## config.mk

```make
export PLATFORM = sky130hd
export DESIGN_NAME = led_mode_ctrl_flat
export DESIGN_NICKNAME = d
export VERILOG_FILES = /design/src/rtl/led_mode_ctrl_pkg.sv /design/src/rtl/led_mode_ctrl_if.sv /design/src/rtl/led_mode_ctrl_key_debounce.sv /design/src/rtl/led_mode_ctrl.sv /design/src/flat_wrapper.sv
export SDC_FILE = /design/constraint.sdc
export NUM_CORES = 1
export LEC_CHECK = 0
export ABC_AREA = 1
export BUFFER_PORTS_ARGS = -buffer_cell sky130_fd_sc_hd__buf_2
export CAP_MARGIN = 20
export CORE_MARGIN = 8
export CORE_UTILIZATION = 40
export DETAILED_ROUTE_END_ITERATION = 10
export GPL_TIMING_DRIVEN = 0
export PLACE_DENSITY_LB_ADDON = 0.25
export SYNTH_ARGS = -nofsm -noshare
export SYNTH_HDL_FRONTEND = slang
export SYNTH_SLANG_ARGS = --single-unit
```

## constraint.sdc

```tcl
create_clock -name clk_50m -period 5 [get_ports clk_50m]
set_clock_uncertainty 0.2 [all_clocks]
set_input_delay 1 -clock clk_50m [delete_from_list [all_inputs] [get_ports clk_50m]]
set_output_delay 1 -clock clk_50m [all_outputs]
set_load 0.1 [all_outputs]
```

## src/rtl/led_mode_ctrl_pkg.sv

```systemverilog
// rtl/led_mode_ctrl_pkg.sv - shared mode encoding, board defaults and mode transition rule
package led_mode_ctrl_pkg;

    // Display modes; encoding 2'd3 is never produced.
    typedef enum logic [1:0] {
        MODE_BLINK    = 2'd0,
        MODE_CHASE_UP = 2'd1,
        MODE_CHASE_DN = 2'd2
    } mode_e;

    // Defaults for the 50 MHz board.
    localparam int DEF_DEB_CNT_W = 14;
    localparam int DEF_TICK_DIV  = 25_000_000;
    localparam int DEF_LED_W     = 4;

    // Next mode for a pair of key events. Key0 has priority; a coincident
    // key1 event is dropped.
    function automatic mode_e mode_next(input mode_e cur, input logic [1:0] evt);
        mode_e nxt;
        nxt = cur;
        if (evt[0]) begin
            nxt = (cur == MODE_CHASE_UP) ? MODE_BLINK : MODE_CHASE_UP;
        end else if (evt[1]) begin
            nxt = (cur == MODE_CHASE_DN) ? MODE_BLINK : MODE_CHASE_DN;
        end
        return nxt;
    endfunction

endpackage

```

## src/rtl/led_mode_ctrl_if.sv

```systemverilog
// rtl/led_mode_ctrl_if.sv - board-side signal bundle of the LED mode controller
// Signals:
//   key       raw push keys (1 = pressed), asynchronous
//   hold_i    freeze pattern stepping
//   key_evt_o one-cycle pulse per qualified press
//   mode_o    current display mode
//   led_o     registered LED drive (1 = on)
// Modports: master = board/stimulus side, slave = controller side.
interface led_mode_ctrl_if #(
    parameter int LED_W = 4
);
    logic [1:0]       key;
    logic             hold_i;
    logic [1:0]       key_evt_o;
    logic [1:0]       mode_o;
    logic [LED_W-1:0] led_o;

    modport master (
        output key,
        output hold_i,
        input  key_evt_o,
        input  mode_o,
        input  led_o
    );

    modport slave (
        input  key,
        input  hold_i,
        output key_evt_o,
        output mode_o,
        output led_o
    );
endinterface

```

## src/rtl/led_mode_ctrl_key_debounce.sv

```systemverilog
// rtl/led_mode_ctrl_key_debounce.sv - single-key synchroniser, debouncer and press-edge pulse
// Ports:
//   clk_50m  system clock
//   rst      synchronous active-high reset
//   key      raw key, asynchronous, 1 = pressed
//   evt      one-cycle pulse per qualified press
module led_mode_ctrl_key_debounce #(
    parameter int DEB_CNT_W = 14
) (
    input  logic clk_50m,
    input  logic rst,
    input  logic key,
    output logic evt
);

    logic                 key_ff1;
    logic                 ks;
    logic [DEB_CNT_W-1:0] cnt;
    logic                 stable;
    logic                 stable_d;

    always_ff @(posedge clk_50m) begin
        if (rst) begin
            key_ff1  <= 1'b0;
            ks       <= 1'b0;
            cnt      <= '0;
            stable   <= 1'b0;
            stable_d <= 1'b0;
            evt      <= 1'b0;
        end else begin
            key_ff1 <= key;
            ks      <= key_ff1;
            // Saturate rather than wrap so a long hold never re-qualifies
            // (no auto-repeat); only a release clears the count.
            if (!ks) begin
                cnt <= '0;
            end else if (cnt != '1) begin
                cnt <= cnt + 1'b1;
            end
            stable   <= ks & cnt[DEB_CNT_W-1];
            stable_d <= stable;
            evt      <= stable & ~stable_d;
        end
    end

endmodule

```

## src/rtl/led_mode_ctrl.sv

```systemverilog
// rtl/led_mode_ctrl.sv - key debouncing, LED display-mode FSM and pattern sequencer
// Ports:
//   clk_50m  system clock, 50 MHz
//   rst      synchronous active-high reset
//   ui       slave side of led_mode_ctrl_if (key, hold_i in; key_evt_o, mode_o, led_o out)
module led_mode_ctrl
    import led_mode_ctrl_pkg::*;
#(
    parameter int DEB_CNT_W = DEF_DEB_CNT_W,
    parameter int TICK_DIV  = DEF_TICK_DIV,
    parameter int LED_W     = DEF_LED_W
) (
    input  logic           clk_50m,
    input  logic           rst,
    led_mode_ctrl_if.slave ui
);

    localparam int DIV_W = $clog2(TICK_DIV);
    localparam int PH_W  = $clog2(LED_W);
    localparam logic [DIV_W-1:0] DIV_LAST = DIV_W'(TICK_DIV - 1);
    localparam logic [PH_W-1:0]  PH_LAST  = PH_W'(LED_W - 1);

    logic [1:0]       key_evt;
    mode_e            mode_q;
    mode_e            mode_d;
    logic             mode_chg;
    logic [DIV_W-1:0] div_q;
    logic [PH_W-1:0]  phase_q;
    logic             blink_q;
    logic             tick;
    logic [LED_W-1:0] led_d;
    logic [LED_W-1:0] led_q;

    led_mode_ctrl_key_debounce #(.DEB_CNT_W(DEB_CNT_W)) u_deb_key0 (
        .clk_50m (clk_50m),
        .rst     (rst),
        .key     (ui.key[0]),
        .evt     (key_evt[0])
    );

    led_mode_ctrl_key_debounce #(.DEB_CNT_W(DEB_CNT_W)) u_deb_key1 (
        .clk_50m (clk_50m),
        .rst     (rst),
        .key     (ui.key[1]),
        .evt     (key_evt[1])
    );

    // Mode FSM: state register.
    always_ff @(posedge clk_50m) begin
        if (rst) begin
            mode_q <= MODE_BLINK;
        end else begin
            mode_q <= mode_d;
        end
    end

    // Mode FSM: next state.
    always_comb begin
        mode_d   = mode_q;
        mode_chg = 1'b0;
        mode_d   = mode_next(mode_q, key_evt);
        mode_chg = (mode_d != mode_q);
    end

    // hold_i freezes the divider in place so stepping resumes mid-period.
    assign tick = !ui.hold_i && (div_q == DIV_LAST);

    // Divider and step state. A mode change restarts the pattern and takes
    // precedence over a tick landing in the same cycle.
    always_ff @(posedge clk_50m) begin
        if (rst || mode_chg) begin
            div_q   <= '0;
            phase_q <= '0;
            blink_q <= 1'b0;
        end else if (!ui.hold_i) begin
            if (tick) begin
                div_q   <= '0;
                blink_q <= ~blink_q;
                phase_q <= (phase_q == PH_LAST) ? '0 : phase_q + 1'b1;
            end else begin
                div_q <= div_q + 1'b1;
            end
        end
    end

    // LED decode.
    always_comb begin
        led_d = '0;
        case (mode_q)
            MODE_BLINK:    led_d = {LED_W{blink_q}};
            MODE_CHASE_UP: led_d[phase_q] = 1'b1;
            MODE_CHASE_DN: led_d[PH_LAST - phase_q] = 1'b1;
            default:       led_d = '0;
        endcase
    end

    always_ff @(posedge clk_50m) begin
        if (rst) begin
            led_q <= '0;
        end else begin
            led_q <= led_d;
        end
    end

    assign ui.key_evt_o = key_evt;
    assign ui.mode_o    = mode_q;
    assign ui.led_o     = led_q;

endmodule

```

## src/flat_wrapper.sv

```systemverilog
// flat-port wrapper written by rule: the top's interface ports become plain ports
module led_mode_ctrl_flat import led_mode_ctrl_pkg::*;
#(
    parameter int DEB_CNT_W = DEF_DEB_CNT_W,
    parameter int TICK_DIV  = DEF_TICK_DIV,
    parameter int LED_W     = DEF_LED_W
)
  (clk_50m, rst, ui_key, ui_hold_i, ui_key_evt_o, ui_mode_o, ui_led_o);
  led_mode_ctrl_if #(.LED_W(LED_W)) ui_i ();
  input  logic clk_50m;
  input  logic rst;
  input wire logic [$bits(ui_i.key)-1:0] ui_key;
  input wire logic [$bits(ui_i.hold_i)-1:0] ui_hold_i;
  output wire logic [$bits(ui_i.key_evt_o)-1:0] ui_key_evt_o;
  output wire logic [$bits(ui_i.mode_o)-1:0] ui_mode_o;
  output wire logic [$bits(ui_i.led_o)-1:0] ui_led_o;
  assign ui_i.key = ui_key;
  assign ui_i.hold_i = ui_hold_i;
  assign ui_key_evt_o = ui_i.key_evt_o;
  assign ui_mode_o = ui_i.mode_o;
  assign ui_led_o = ui_i.led_o;
  led_mode_ctrl #(.DEB_CNT_W(DEB_CNT_W), .TICK_DIV(TICK_DIV), .LED_W(LED_W)) u_core (.clk_50m(clk_50m), .rst(rst), .ui(ui_i));
endmodule
```

==> flow_summary_export.csv, run 1 <==
group,metric,value,unit
status,outcome,"finished, final reports clean",
die,dieArea,0.0125,mm2
clock_tree,clk_latency,0.34,ns
logic_synthesis,synth_cell_types,38,
placement,place_congestion,0.825,
die,die_x,112,um
critical_path,crit_required,3.80,ns
die,rows,35,
clock_tree,cts_buffer_depth,2,
clock_tree,post_cts_buffers,0,
die,initial_core_util,0.404,
timing,min_period_over_period,0.521,
timing,setup_ws,2.39,ns
logic_synthesis,synth_xor_xnor_area_share,0.0143,
logic_synthesis,syn_avg_cell_area,6.76,um2
clock_tree,cts-htree-levels,3,
cells_and_area,final_cell_mix,"136 x nand2_1, 99 x nor2_1, 72 x dfxtp_1",
logic_synthesis,synthAdderAreaFrac,0.0239,
logic_synthesis,syn_nets,554,
critical_path,cp-start-kind,"flop",
logic_synthesis,synth_compound_area_frac,0.0683,
die,die_h,112,um
timing,max_freq,384,MHz
logic_synthesis,synth_simple_gate_area_frac,0.403,
run,drv_cap,0,
logic_synthesis,synth_edf_count,0,
cells_and_area,diodes,0,
clock_tree,numCtsBuffers,9,
logic_synthesis,netlist_area,0.00366,mm2
cells_and_area,drive_gt1_frac,0.109,
clock_tree,postCtsHoldBufs,0,
logic_synthesis,async_flop_share,0,
cells_and_area,nets,575,
routing,ant_nets,0,
placement,dpl_worst_slack,2.69,ns
die,io_pins,13,
logic_synthesis,synth-seq-cells,72,
timing,timing.slew.headroom,0.675,
grt,track_usage,0.123,
power,pwr_density_cell,253,mW/mm2
routing,drt_iter0_drc,147,
clock_tree,path_clk_slew,0.07,ns
placement,dp_hpwl,5500,um
worst_hold_path,hold_path_class,"reg -> reg",
timing,period_needed,2.61,ns
cells_and_area,syn_to_final_growth,9.87,%
routing,viasPerCell,4.82,
logic_synthesis,synthMuxAreaShare,0,
logic_synthesis,netlist_instances,542,
clock_tree,cts_resized,0,
routing,dr.pass1.iters,4,
grt,grt_pass1_wl,12900,um
cells_and_area,regArea,0.00144,mm2
grt,grt_pass1_vias,3003,
clock_tree,cts_tree,"done",
cells_and_area,layout_commonest_cell,"nand2_1",
cells_and_area,final_util,0.444,
critical_path,end_kind,"output port",
timing,worstMarginPinSlew,0.492,ns
grt,grt_max_degree,12,
timing,rsz0062_at_grt,"no",
placement,portBuffers,10,
routing,wl_per_cell,10.9,um
critical_path,crit_chain,"buf_4 -> buf_2",
timing,tns,0,ns
power,power.leakage,1.68,nW
routing,vias,3265,
logic_synthesis,ys_seq_area_frac,0.393,
timing,setup_viol,0,
critical_path,critPathKind,"reg -> out",
critical_path,worst-path-max-fanout,4,
logic_synthesis,synth_top_family_by_area,"simple AND/OR/NAND/NOR gates",
critical_path,cp_data_arrival_time,1.41,ns
routing,routed_wl,7410,um
placement,place_area,0.00385,mm2
cells_and_area,multi_input_area,0.00187,mm2
logic_synthesis,yosys_most_used_dff,"dfxtp_1",
cells_and_area,postLayoutCellArea,0.00403,mm2
cells_and_area,fillers,938,
grt,antenna_found_initial,0,
clock_tree,root_buffer,"clkbuf_8",
timing,hold_viol,0,
grt,grt_overflow,0,
power,peakVddDrop,0.000141,V
timing,slew_violations,0,
routing,route.detailed.drc,0,
critical_path,slowest_delay,0.48,ns
logic_synthesis,yosys_warnings,0,
clock_tree,cts.sinks,72,
die,coreArea,0.00906,mm2
critical_path,cp_slowest_cell,"dfxtp_1",
metal layers:
metal,global-route usage,vias to the layer above,routed length [um]
met5,0,-,0
met4,0.0438,0,108
met3,0.0341,13,295
met2,0.213,53,3420
met1,0.143,1450,3590
li1,-,1749,-
registers in the layout (all words and copies together) (netlist names), 2 cells and up:
register / flops
u_core.div_q: 25
u_core.u_deb_key0.cnt: 14
u_core.u_deb_key1.cnt: 14
u_core.ui.led_o: 4
u_core.phase_q: 2
u_core.ui.mode_o: 2
report_power, final:
part	internal, mW	total [mW]	switching, mW
logic	0.00921	0.0271	0.0178
clock network	0.203	0.413	0.210
registers	0.577	0.579	0.00240
worst max-delay path: cells and delay by family (launching register included):
kind / cells / cell delay, ns
buffers and inverters: 2 / 0.59
DFF: 1 / 0.48
synthesized netlist by cell type, types with 2 or more instances:
cell type / instances / area share
nor2_1: 99 / 0.10
clkinv_1: 2 / 0.0020
inv_1: 70 / 0.072
buf_6: 4 / 0.012
nor2_4: 4 / 0.012
nand2_2: 5 / 0.0085
o21ai_1: 2 / 0.0027
a31oi_1: 12 / 0.020
ha_1: 7 / 0.024
nand3b_1: 5 / 0.010
a21oi_1: 14 / 0.019
buf_4: 2 / 0.0041
o21ai_0: 11 / 0.015
nand3_2: 3 / 0.0082
nand2_1: 136 / 0.14
nand4_1: 10 / 0.017
inv_2: 2 / 0.0020
or2_2: 5 / 0.0085
dfxtp_1: 72 / 0.39
nor3_1: 7 / 0.0096
nor2_2: 7 / 0.012
xnor2_1: 2 / 0.0048
nand3_1: 43 / 0.059
xor2_1: 4 / 0.0096
final timing paths:
check | startpoint | end | slack (ns) | depth (start not counted)
setup / recovery | u_core.u_deb_key1.evt | ui_key_evt_o[1] | 2.39 | 2
hold / removal | u_core.u_deb_key0.stable_d | u_core.u_deb_key0.evt | 0.19 | 1
setup reg to reg | u_core.u_deb_key0.cnt[0] | u_core.u_deb_key0.cnt[1] | 3.16 | 8
hold reg to reg | u_core.u_deb_key0.stable_d | u_core.u_deb_key0.evt | 0.19 | 1
cell type report:
| cell class | count | share of cell area |
|---|---|---|
| Buffer | 7 | 0.0159 |
| Clock buffer | 12 | 0.0385 |
| Clock inverter | 3 | 0.00435 |
| Inverter | 76 | 0.0727 |
| Multi-Input combinational cell | 387 | 0.463 |
| Sequential cell | 72 | 0.358 |
| Tap cell | 111 | 0.0345 |
| Timing Repair Buffer | 10 | 0.0124 |
through the flow:
stage	hold slack [ns]	std cells	power, mW
6_report	0.190	678	1.02
5_1_grt	0.198	678	1.06
4_1_cts	0.195	678	1.04
3_5_place_dp	0.185	663	0.620
3_3_place_gp	0.178	663	0.619
2_1_floorplan	0.173	542	0.613
kinds of logic after synthesis:
kind of cell	after synthesis
simple gates	330
xor+xnor	6
flops	72
fa+ha+maj	7
buf+inv	83
compound gates	44
No activity file was read; power rests on OpenSTA's default activity.
==> inputs of run 2 (changes only) <==
- ABC_AREA: 1 -> 0
- clock period: 5 -> 2.1 ns (I/O delays scaled with it)
==> flow_summary_export.csv, run 2 <==
group,metric,value,unit
power,pwr_density_cell,662,mW/mm2
worst_hold_path,hold_path_class,"in -> reg",
cells_and_area,drive_gt1_frac,0.185,
cells_and_area,nets,417,
clock_tree,cts_buffer_depth,2,
logic_synthesis,synth_area_leaders,"dfxtp_1 44%, a21oi_1 4.9%, nand2_1 3.2%, nor2_1 3.2%, o21ai_0 3.0%",
cells_and_area,postLayoutCellArea,0.00385,mm2
grt,grt_overflow,0,
placement,place_congestion,0.770,
grt,track_usage,0.121,
critical_path,slowest_delay,0.56,ns
logic_synthesis,syn_avg_cell_area,8.85,um2
logic_synthesis,synth_common_cells,"72 x dfxtp_1, 32 x a21oi_1, 28 x nand2_1, 28 x nor2_1, 20 x o21ai_0",
logic_synthesis,synth_edf_count,0,
clock_tree,cts-htree-levels,3,
placement,place_area,0.00348,mm2
routing,viasPerCell,5.45,
cells_and_area,regMostFlops,"u_core.div_q",
critical_path,end_kind,"flop",
routing,ant_nets,0,
routing,route.detailed.drc,0,
critical_path,crit_required,2.19,ns
die,die_h,107,um
logic_synthesis,synth_cell_types,49,
clock_tree,postCtsHoldBufs,0,
logic_synthesis,netlist_instances,372,
clock_tree,cts_tree,"done",
critical_path,worst-path-max-fanout,6,
clock_tree,cts.sinks,72,
timing,hold_viol,0,
placement,portBuffers,12,
timing,timing.slew.headroom,0.658,
placement,dp_hpwl,4570,um
die,dieArea,0.0114,mm2
critical_path,crit_buf_inv,1,
power,power.leakage,1.33,nW
clock_tree,clk_latency,0.35,ns
cells_and_area,top_regs,"u_core.div_q (25), u_core.u_deb_key0.cnt (14), u_core.u_deb_key1.cnt (14)",
cells_and_area,layout_commonest_cell,"dfxtp_1",
status,outcome,"finished, final reports clean",
timing,worstMarginPinSlew,0.511,ns
placement,dp.cells,489,
cells_and_area,final_cell_mix,"59 x dfxtp_1, 32 x a21oi_1, 28 x nor2_1",
routing,routed_wl,6870,um
routing,drt_iter0_drc,117,
grt,grt_pass1_vias,2539,
logic_synthesis,synthMostInstantiatedCell,"dfxtp_1",
cells_and_area,syn_to_final_growth,16.9,%
cells_and_area,diodes,0,
timing,setup_viol,0,
timing,hold_ws,0.0768,ns
logic_synthesis,syn_nets,384,
clock_tree,root_buffer,"clkbuf_8",
grt,antenna_found_initial,0,
die,coreArea,0.00809,mm2
cells_and_area,instances_no_fill,515,
cells_and_area,fillers,779,
logic_synthesis,yosys_warnings,0,
routing,vias,2805,
die,initial_core_util,0.407,
power,p_total,2.55,mW
die,die_x,107,um
grt,grt_max_degree,14,
clock_tree,numCtsBuffers,9,
clock_tree,path_clk_slew,0.08,ns
timing,max_freq,486,MHz
logic_synthesis,async_flop_share,0,
timing,period_needed,2.06,ns
critical_path,cp_data_arrival_time,2.14,ns
cells_and_area,largest_reg_flops,25,
timing,slew_violations,0,
critical_path,cp-start-kind,"flop",
logic_synthesis,netlist_area,0.00329,mm2
critical_path,crit_family,"simple AND/OR/NAND/NOR gates",
routing,wl_per_cell,13.3,um
die,rows,33,
critical_path,crit_chain,"nand4_4 -> or4b_4 -> buf_6 -> or4_4 -> a21oi_2",
logic_synthesis,yosys_most_used_dff,"dfxtp_1",
timing,tns,0,ns
grt,grt_pass1_wl,11400,um
power,peakVddDrop,0.000377,V
routing,dr.pass1.iters,7,
timing,min_period_over_period,0.980,
logic_synthesis,synth_top_area_cell,"dfxtp_1",
logic_synthesis,synth-seq-cells,72,
logic_synthesis,ys_seq_area_frac,0.438,
logic_synthesis,synth_top_area_frac,0.438,
run,drv_cap,0,
die,io_pins,13,
critical_path,critPathKind,"reg -> reg",
critical_path,cp_slowest_cell,"or4b_4",
==> run 2: cell families (layout without fill, tap and decap cells) <==
| group | Yosys count | count (layout) | share of synthesized area |
|---|---|---|---|
| compound gates | 85 | 85 | 0.157 |
| xor+xnor | 13 | 13 | 0.0346 |
| fa+ha+maj | 7 | 7 | 0.0266 |
| buf+inv | 25 | 63 | 0.0335 |
| flops | 72 | 72 | 0.438 |
| mux | 7 | 7 | 0.0213 |
| simple gates | 163 | 163 | 0.289 |
==> run 2: worst paths after layout <==
check                             start                   endpoint  slack [ns]  cells past startpoint
max reg2reg             u_core.div_q[5]           u_core.div_q[21]        0.04                      5
min reg2reg  u_core.u_deb_key0.stable_d      u_core.u_deb_key0.evt        0.19                      1
max                     u_core.div_q[5]           u_core.div_q[21]        0.04                      5
min                           ui_key[1]  u_core.u_deb_key1.key_ff1        0.08                      2
==> run 2: final cells by class <==
| class | instances | area (um2) | area share |
|---|---|---|---|
| multi-input combinational | 275 | 1790 | 0.465 |
| clock inverter | 6 | 67.6 | 0.0176 |
| sequential | 72 | 1470 | 0.383 |
| buffer | 13 | 67.6 | 0.0176 |
| clock buffer | 10 | 138 | 0.0358 |
| tap | 105 | 131 | 0.0342 |
| inverter | 11 | 41.3 | 0.0107 |
| timing repair buffer | 23 | 140 | 0.0364 |
==> run 2: power by group <==
part	switching (mW)	internal (mW)
logic	0.0298	0.0183
registers	0.00629	1.37
clock network	0.542	0.585
==> run 2: layer usage <==
| layer | vias up | track usage | wire length (um) |
|---|---|---|---|
| li1 | 1436 | - | - |
| met1 | 1315 | 0.143 | 3250 |
| met2 | 46 | 0.199 | 3250 |
| met3 | 8 | 0.0444 | 272 |
| met4 | 0 | 0.0362 | 89 |
| met5 | - | 0 | 0 |
==> run 2: stage by stage <==
stage	worst slack (ns)	util
finish	0.0423	0.475
floorplan	0.00999	-
CTS	0.00725	0.464
global route	-0.0105	0.475
detailed placement	-0.532	0.430
global placement	-0.559	0.430
==> run 2: what timing repair did <==
item	in CTS	in global routing
hold endpoints to repair	0	0
resized for setup	18	12
setup buffers	3	8
endpoints found under the setup margin	28	14
pin swaps	2	6
==> inputs of run 3 (changes only) <==
- CORE_MARGIN: 8 -> not set
- RECOVER_POWER: not set -> 25
==> flow_summary_export.csv, run 3 (same netlist as run 2, synthesis figures left out) <==
group,metric,value,unit
status,outcome,"finished, final reports clean",
critical_path,cp_slowest_cell,"or4b_4",
clock_tree,cts_buffer_depth,2,
critical_path,crit_chain,"nand2_2 -> or4b_4 -> buf_6 -> or4_4 -> a21oi_2",
routing,drt_iter0_drc,70,
critical_path,cp-start-kind,"flop",
grt,track_usage,0.171,
clock_tree,numCtsBuffers,9,
cells_and_area,top_regs,"u_core.div_q (25), u_core.u_deb_key0.cnt (14), u_core.u_deb_key1.cnt (14)",
timing,setup_viol,0,
critical_path,worst-path-max-fanout,10,
critical_path,slowest_delay,0.56,ns
worst_hold_path,hold_path_class,"in -> reg",
die,coreArea,0.00785,mm2
die,die_x,92.7,um
timing,max_freq,481,MHz
die,dieArea,0.00859,mm2
timing,slew_violations,0,
routing,dr.pass1.iters,4,
cells_and_area,syn_to_final_growth,17.4,%
die,io_pins,13,
clock_tree,postCtsHoldBufs,0,
power,power.leakage,1.34,nW
cells_and_area,layout_commonest_cell,"dfxtp_1",
grt,antenna_found_initial,0,
clock_tree,path_clk_slew,0.08,ns
die,die_h,92.7,um
clock_tree,cts.sinks,72,
power,comb_power_share,0.018,
grt,grt_pass1_wl,11700,um
die,initial_core_util,0.419,
timing,timing.slew.headroom,0.623,
clock_tree,clk_latency,0.35,ns
timing,min_period_over_period,0.990,
routing,wl_per_cell,13.1,um
cells_and_area,drive_gt1_frac,0.176,
routing,routed_wl,6720,um
power,p_sw_frac,0.217,
routing,ant_nets,0,
grt,grt_max_degree,14,
routing,viasPerCell,5.50,
cells_and_area,final_util,0.492,
timing,rsz0062_at_grt,"yes",
power,power.internal,2.09,mW
power,pwr_density_cell,689,mW/mm2
timing,worstMarginPinSlew,0.564,ns
power,p_sw,0.577,mW
placement,place_congestion,0.831,
power,seq_power_share,0.514,
run,drv_cap,0,
clock_tree,root_buffer,"clkbuf_8",
power,pwr-share-clk,0.468,
critical_path,end_kind,"flop",
critical_path,critPathKind,"reg -> reg",
routing,route.detailed.drc,0,
cells_and_area,largest_reg_flops,25,
cells_and_area,final_cell_mix,"59 x dfxtp_1, 32 x a21oi_1, 28 x nor2_1",
clock_tree,cts-htree-levels,3,
cells_and_area,diodes,0,
critical_path,crit_required,2.19,ns
timing,tns,0,ns
grt,grt_overflow,0,
routing,vias,2814,
critical_path,cp_data_arrival_time,2.17,ns
power,peakVddDrop,0.000412,V
grt,grt_pass1_vias,2730,
cells_and_area,regMostFlops,"u_core.div_q",
die,rows,32,
cells_and_area,nets,417,
clock_tree,cts_tree,"done",
placement,portBuffers,12,
placement,dp_hpwl,4460,um
timing,period_needed,2.08,ns
timing,hold_viol,0,
run 3: cell types whose count changed in the layout (fill, tap and decap cells not counted):
cell / delta
clkinvlp_4: -1
buf_2: -1
nor4_2: -1
buf_4: -1
dfxtp_4: +2
clkbuf_1: +3
dfxtp_2: -2
buf_6: +1
clkbuf_2: -2
bufinv_16: +1
nor4_1: +1
run 3: timing repair:
item,CTS,global route
pin swaps,2,4
cloned,0,0
gates resized for setup,16,15
setup buffers,3,8
endpoints found under the setup margin,29,22
run 3: per-layer routing:
metal  wire (um)  vias up  GRT usage  part of all wire
met5           0        -          0                 0
met2        3140       47      0.287              0.47
li1            -     1437          -                 -
met4         106        0     0.0679             0.016
met1        3220     1319      0.202              0.48
met3         250       11     0.0534             0.037
run 3: layout make-up:
class                           count  area (um2)
Clock buffer                       10         138
Inverter                           11        41.3
Timing Repair Buffer               23         141
Tap cell                          102         128
Fill cell                         760        3980
Clock inverter                      6        90.1
Multi-Input combinational cell    275        1780
Buffer                             13        66.3
Sequential cell                    72        1480
run 3: worst max-delay path: cells and delay by family (launching register included):
kind	cells	cell delay [ns]
and+or+nand+nor	3	1.15
DFF	1	0.39
buffers and inverters	1	0.15
AOI/OAI and AO/OA	1	0.12
run 3: path summary, 6_finish.rpt:
kind                              start                   endpoint  slack, ns  cells after the start
max                     u_core.div_q[4]           u_core.div_q[23]       0.02                      5
min                           ui_key[0]  u_core.u_deb_key0.key_ff1       0.08                      2
max reg2reg             u_core.div_q[4]           u_core.div_q[23]       0.02                      5
min reg2reg  u_core.u_deb_key0.stable_d      u_core.u_deb_key0.evt       0.19                      1
run 3: metrics by stage:
step                power, mW  cell area, um2  hold slack (ns)  setup WS [ns]  instances
floorplan                1.44            3290            0.167        0.00999        372
global placement         1.46            3480            0.172         -0.543        486
detailed placement       1.46            3480            0.182         -0.607        486
CTS                      2.71            3770           0.0678       0.000923        504
global route             2.77            3860           0.0857        -0.0177        512
finish                   2.66            3860           0.0845         0.0210        512
run 3: power by group through the flow:
stage	registers, mW	clock network, mW	logic (mW)
after global placement	1.41	0	0.0463
after detailed placement	1.41	0	0.0478
after CTS	1.38	1.28	0.0488
after floorplan	1.41	0	0.0307
final	1.37	1.25	0.0477
after global routing	1.37	1.34	0.0539
